==> src/rtl/histogram_compressor.sv <==
// Bins a stream of {a,b} bit pairs into four occurrence counts per frame. Counts update the cycle after each accepted pair.
// Done pulses one cycle after the terminating edge. There is no backpressure: every valid pair seen in COUNT is accepted.
module histogram_compressor #(
    parameter int STREAM_LENGTH = 128,
    parameter int COUNTER_WIDTH = $clog2(STREAM_LENGTH + 1)
) (
    input  logic                     clk,
    input  logic                     rst,
    input  logic                     start_compress,
    input  logic                     stream_a,
    input  logic                     stream_b,
    input  logic                     valid_in,
    input  logic                     frame_end,
    output logic [COUNTER_WIDTH-1:0] count_00,
    output logic [COUNTER_WIDTH-1:0] count_01,
    output logic [COUNTER_WIDTH-1:0] count_10,
    output logic [COUNTER_WIDTH-1:0] count_11,
    output logic [COUNTER_WIDTH-1:0] total_pairs,
    output logic                     busy,
    output logic                     compress_done
);

    typedef enum logic [1:0] {
        IDLE  = 2'd0,
        COUNT = 2'd1,
        DONE  = 2'd2
    } state_t;

    state_t                   state_q;
    logic                     busy_q;
    logic                     done_q;
    logic [COUNTER_WIDTH-1:0] c00_q, c01_q, c10_q, c11_q, total_q;
    logic [COUNTER_WIDTH-1:0] c00_d, c01_d, c10_d, c11_d, total_d;

    logic accept;
    logic last_pair;
    logic terminate;
    logic clear;

    assign accept    = (state_q == COUNT) && valid_in;
    // The pair that fills the frame ends it even without frame_end.
    assign last_pair = accept && (total_q == COUNTER_WIDTH'(STREAM_LENGTH - 1));
    assign terminate = (state_q == COUNT) && (frame_end || last_pair);
    assign clear     = (state_q == IDLE) && start_compress;

    always_comb begin
        c00_d   = c00_q;
        c01_d   = c01_q;
        c10_d   = c10_q;
        c11_d   = c11_q;
        total_d = total_q;
        if (clear) begin
            c00_d   = '0;
            c01_d   = '0;
            c10_d   = '0;
            c11_d   = '0;
            total_d = '0;
        end else if (accept) begin
            total_d = total_q + COUNTER_WIDTH'(1);
            unique case ({stream_a, stream_b})
                2'b00:   c00_d = c00_q + COUNTER_WIDTH'(1);
                2'b01:   c01_d = c01_q + COUNTER_WIDTH'(1);
                2'b10:   c10_d = c10_q + COUNTER_WIDTH'(1);
                default: c11_d = c11_q + COUNTER_WIDTH'(1);
            endcase
        end
    end

    always_ff @(posedge clk or posedge rst) begin
        if (rst) begin
            c00_q   <= '0;
            c01_q   <= '0;
            c10_q   <= '0;
            c11_q   <= '0;
            total_q <= '0;
        end else begin
            c00_q   <= c00_d;
            c01_q   <= c01_d;
            c10_q   <= c10_d;
            c11_q   <= c11_d;
            total_q <= total_d;
        end
    end

    always_ff @(posedge clk or posedge rst) begin
        if (rst) begin
            state_q <= IDLE;
            busy_q  <= 1'b0;
            done_q  <= 1'b0;
        end else begin
            unique case (state_q)
                IDLE: begin
                    done_q <= 1'b0;
                    if (start_compress) begin
                        state_q <= COUNT;
                        busy_q  <= 1'b1;
                    end
                end
                COUNT: begin
                    if (terminate) begin
                        state_q <= DONE;
                        busy_q  <= 1'b0;
                        done_q  <= 1'b1;
                    end
                end
                default: begin
                    state_q <= IDLE;
                    busy_q  <= 1'b0;
                    done_q  <= 1'b0;
                end
            endcase
        end
    end

    assign count_00      = c00_q;
    assign count_01      = c01_q;
    assign count_10      = c10_q;
    assign count_11      = c11_q;
    assign total_pairs   = total_q;
    assign busy          = busy_q;
    assign compress_done = done_q;

endmodule

==> config.mk <==
export PLATFORM = sky130hd
export DESIGN_NAME = histogram_compressor
export DESIGN_NICKNAME = d
export VERILOG_FILES = /design/src/rtl/histogram_compressor.sv
export SDC_FILE = /design/constraint.sdc
export NUM_CORES = 1
export LEC_CHECK = 0
export ABC_AREA = 1
export CAP_MARGIN = 20
export CORE_UTILIZATION = 56
export DETAILED_ROUTE_END_ITERATION = 6
export PLACE_DENSITY = 0.85
export SYNTH_ARGS = -nofsm -noshare
export SYNTH_HDL_FRONTEND = slang
export SYNTH_SLANG_ARGS = --single-unit
==> constraint.sdc <==
create_clock -name clk -period 2.4 [get_ports clk]
set_clock_uncertainty 0.05 [all_clocks]
set_input_delay 0.48 -clock clk [delete_from_list [all_inputs] [get_ports clk]]
set_output_delay 0.48 -clock clk [all_outputs]
set_load 0.005 [all_outputs]
==> results.sh <==
export IMPL_powerDensity_nw_per_um2=545.8
export IMPL_drc=0
export IMPL_swShare=0.3261
export IMPL_setup_slack_ns=0.5774
export IMPL_highest_clock_rate_mhz=548.7
export IMPL_run_status="finished, final reports clean"
export IMPL_gr_usage_all_layers=0.2534
export IMPL_post_drt_via_cell_ratio=5.390
export IMPL_gp_congestion=0.8095
export IMPL_placed_cells_incl_taps=441
export IMPL_detailed_place_hpwl_um=4084
export IMPL_holdWs_ns=0.4629
export IMPL_ctsRootBufferMaster="sky130_fd_sc_hd__clkbuf_8"
export IMPL_timing_critical_path_required_ns=1.87
export IMPL_final_net_count=408
export IMPL_grt_first_pass_wirelength_um=9694
export IMPL_num_antenna_cells=0
export IMPL_power_share_clock=0.244
export IMPL_post_cts_setup_buffers=0
export IMPL_ys_top_cells_by_area="sky130_fd_sc_hd__dfrtp_1 43%, sky130_fd_sc_hd__nand2_1 16%, sky130_fd_sc_hd__inv_1 7.5%"
export IMPL_synth_compound_gate_area_share=0.07806
export IMPL_initial_utilization=0.5853
export IMPL_die_w_um=69.46
export IMPL_maximum_number_of_pins_on_one_net_before_global_route_repair=45
export IMPL_post_layout_power_mw=1.726
export IMPL_globalRoute_totalOverflow=0
export IMPL_critical_path_startpoint_type="flop"
export IMPL_synthDominantCellAreaShare=0.4320
export IMPL_detailed_place_area_um2=3094
export IMPL_ctsResizeCount=0
export IMPL_timing_critical_path_to_type="primary output"
export IMPL_final_hold_violation_count=0
export IMPL_worst_path_buf_inv=1
export IMPL_synth_seq_area_share=0.4320
export IMPL_synthToLayoutAreaGrowth_pct=24.10
export IMPL_yosys_cell_count_top_type="sky130_fd_sc_hd__nand2_1"
export IMPL_clk_path_buf_depth=2
export IMPL_critical_path_top_delay_family="buffers and inverters"
export IMPL_antenna_found_initial=0
export IMPL_power_frac_comb=0.258
export IMPL_cts_tree="built"
export IMPL_die_height_um=69.46
export IMPL_netlist_area_um2=2549
export IMPL_synth_adder_area_share=0.02455
export IMPL_setup_violations=0
export IMPL_final_util=0.7264
export IMPL_holdCritPathClass="reg2reg"
export IMPL_power_leakage_nw=1.607
export IMPL_timing_setup_critical_path_class="reg2out"
export IMPL_synthSimpleGateAreaFrac=0.3805
export IMPL_critical_path_cell_chain="clkdlybuf4s50_1"
export IMPL_synthesis_yosys_warnings=0
export IMPL_critPathMaxFanout=7
export IMPL_cts_inserted_buffers=5
export IMPL_final_min_period_ns=1.823
export IMPL_slew_headroom=0.6392
export IMPL_via_count=2404
export IMPL_non_filler_instance_count_after_layout=446
export IMPL_holdBufCountCts=0
export IMPL_floorplan_rows=24
export IMPL_dominantRegCellSynth="sky130_fd_sc_hd__dfrtp_1"
export IMPL_cpMaxStageDelayCell="sky130_fd_sc_hd__clkdlybuf4s50_1"
export IMPL_drt_first_pass_iters=4
export IMPL_synth_edff_count=0
export IMPL_boundaryPins=49
export IMPL_clock_insertion_delay_worst_skew_ns=0.30
export IMPL_worst_path_largest_cell_delay_ns=0.54
export IMPL_path_clk_slew_ns=0.08
export IMPL_synth_top_family_by_area="simple AND/OR/NAND/NOR gates"
export IMPL_number_of_global_route_vias_before_repair=2244
export IMPL_die_area_um2=4825
export IMPL_synth_fp_nets=354
export IMPL_cp_data_arrival_time_ns=1.29
export IMPL_max_cap_violations=0
export IMPL_power_frac_seq=0.498
export IMPL_place_ws_ns=0.4210
export IMPL_avgRoutedWirePerCell_um=12.63
export IMPL_timing_final_crit_share=0.7594
export IMPL_cts_sinks=44
export IMPL_buffer_ports_inserted=48
export IMPL_yosys_area_share_xor_xnor=0
export IMPL_synthDominantAreaCellType="sky130_fd_sc_hd__dfrtp_1"
export IMPL_post_synthesis_async_set_or_reset_flop_share=1.000
export IMPL_drt_iter0_markers=146
export IMPL_yosys_cell_types_count=20
export IMPL_final_area_um2=3163
export IMPL_timing_worst_slew_pin_value_ns=0.5412
export IMPL_power_ir_vdd_worst_uv=415.5
export IMPL_detail_route_wirelength_um=5634
export IMPL_rsz0062_at_grt="no"
export IMPL_synth_cells=342
export IMPL_timing_final_max_slew_violations=0
export IMPL_cellInternalPower_mw=1.163
export IMPL_htree_num_levels=2
export IMPL_fillers=347
export IMPL_area_of_the_core_um2=4354
export IMPL_synthMuxAreaShare=0
export IMPL_netSwitchingPower_uw=563.0
export IMPL_drtAntennaViolNets=0
export IMPL_yosys_register_bits=44
export IMPL_top_post_synthesis_cells_by_count="107 x sky130_fd_sc_hd__nand2_1, 51 x sky130_fd_sc_hd__inv_1, 44 x sky130_fd_sc_hd__dfrtp_1"
export IMPL_synth_avg_cell_area_um2=7.452
export IMPL_setup_tns_final_ns=0
export IMPL_drive_gt1_frac=0.05076
## worst paths after layout
kind | start | end | slack [ns] | cells past startpoint
max | count_10[4]$_DFFE_PP0P_ | count_10[4] | 0.58 | 1
max in group asynchronous | rst | total_pairs[5]$_DFFE_PP0P_ | 1.34 | 3
min reg2reg | compress_done$_DFFE_PP0P_ | compress_done$_DFFE_PP0P_ | 0.46 | 2
max reg2reg | state_q[0]$_DFFE_PP0P_ | total_pairs[1]$_DFFE_PP0P_ | 0.93 | 5
min in group asynchronous | rst | count_10[5]$_DFFE_PP0P_ | 0.59 | 3
min | compress_done$_DFFE_PP0P_ | compress_done$_DFFE_PP0P_ | 0.46 | 2
## registers in the layout (all words and copies together) (netlist names)
signal / count
busy: 1
compress_done: 1
count_00: 8
count_01: 8
count_10: 8
count_11: 8
state_q: 2
total_pairs: 8
## placed cells by master (no fill, tap or decap), drive strengths merged, types with 2 or more instances in the layout
cell type,Yosys,layout
nand2,107,107
inv,53,52
clkdlybuf4s50,0,48
dfrtp,44,44
nand3,39,39
nor2,33,33
o21ai,20,20
nand4,19,19
a21oi,12,12
ha,5,5
clkbuf,0,5
o21bai,4,4
buf,3,2
## routing by layer
layer | vias up | track usage | part of all wire
li1 | 1209 | - | -
met1 | 1107 | 0.3210 | 0.44
met2 | 75 | 0.4142 | 0.49
met3 | 13 | 0.04506 | 0.052
met4 | 0 | 0.1338 | 0.024
met5 | - | 0 | 0
## power by group through the flow
stage / Combinational (mW) / Sequential [mW] / Clock (mW)
6_report: 0.446 / 0.860 / 0.420
5_1_grt: 0.495 / 0.868 / 0.459
4_1_cts: 0.449 / 0.859 / 0.435
3_5_place_dp: 0.438 / 0.870 / 0
3_3_place_gp: 0.424 / 0.871 / 0
2_1_floorplan: 0.261 / 0.863 / 0
## area by class of cell
class,count,area [um^2],share of cell area
inverters,53,201.4,0.06369
flip-flops and latches,44,1101,0.3481
repair buffers,50,495.5,0.1566
well taps,52,65.06,0.02057
clock buffers,5,68.82,0.02176
multi-input cells,242,1231,0.3892
## cells by family (layout without fill, tap and decap cells)
family,Yosys count,count (layout)
and+or+nand+nor,200,200
buffers and inverters,56,108
DFF,44,44
AOI/OAI and AO/OA,37,37
adders and majority gates,5,5
Note: power is estimated with default switching activity, not from simulation.
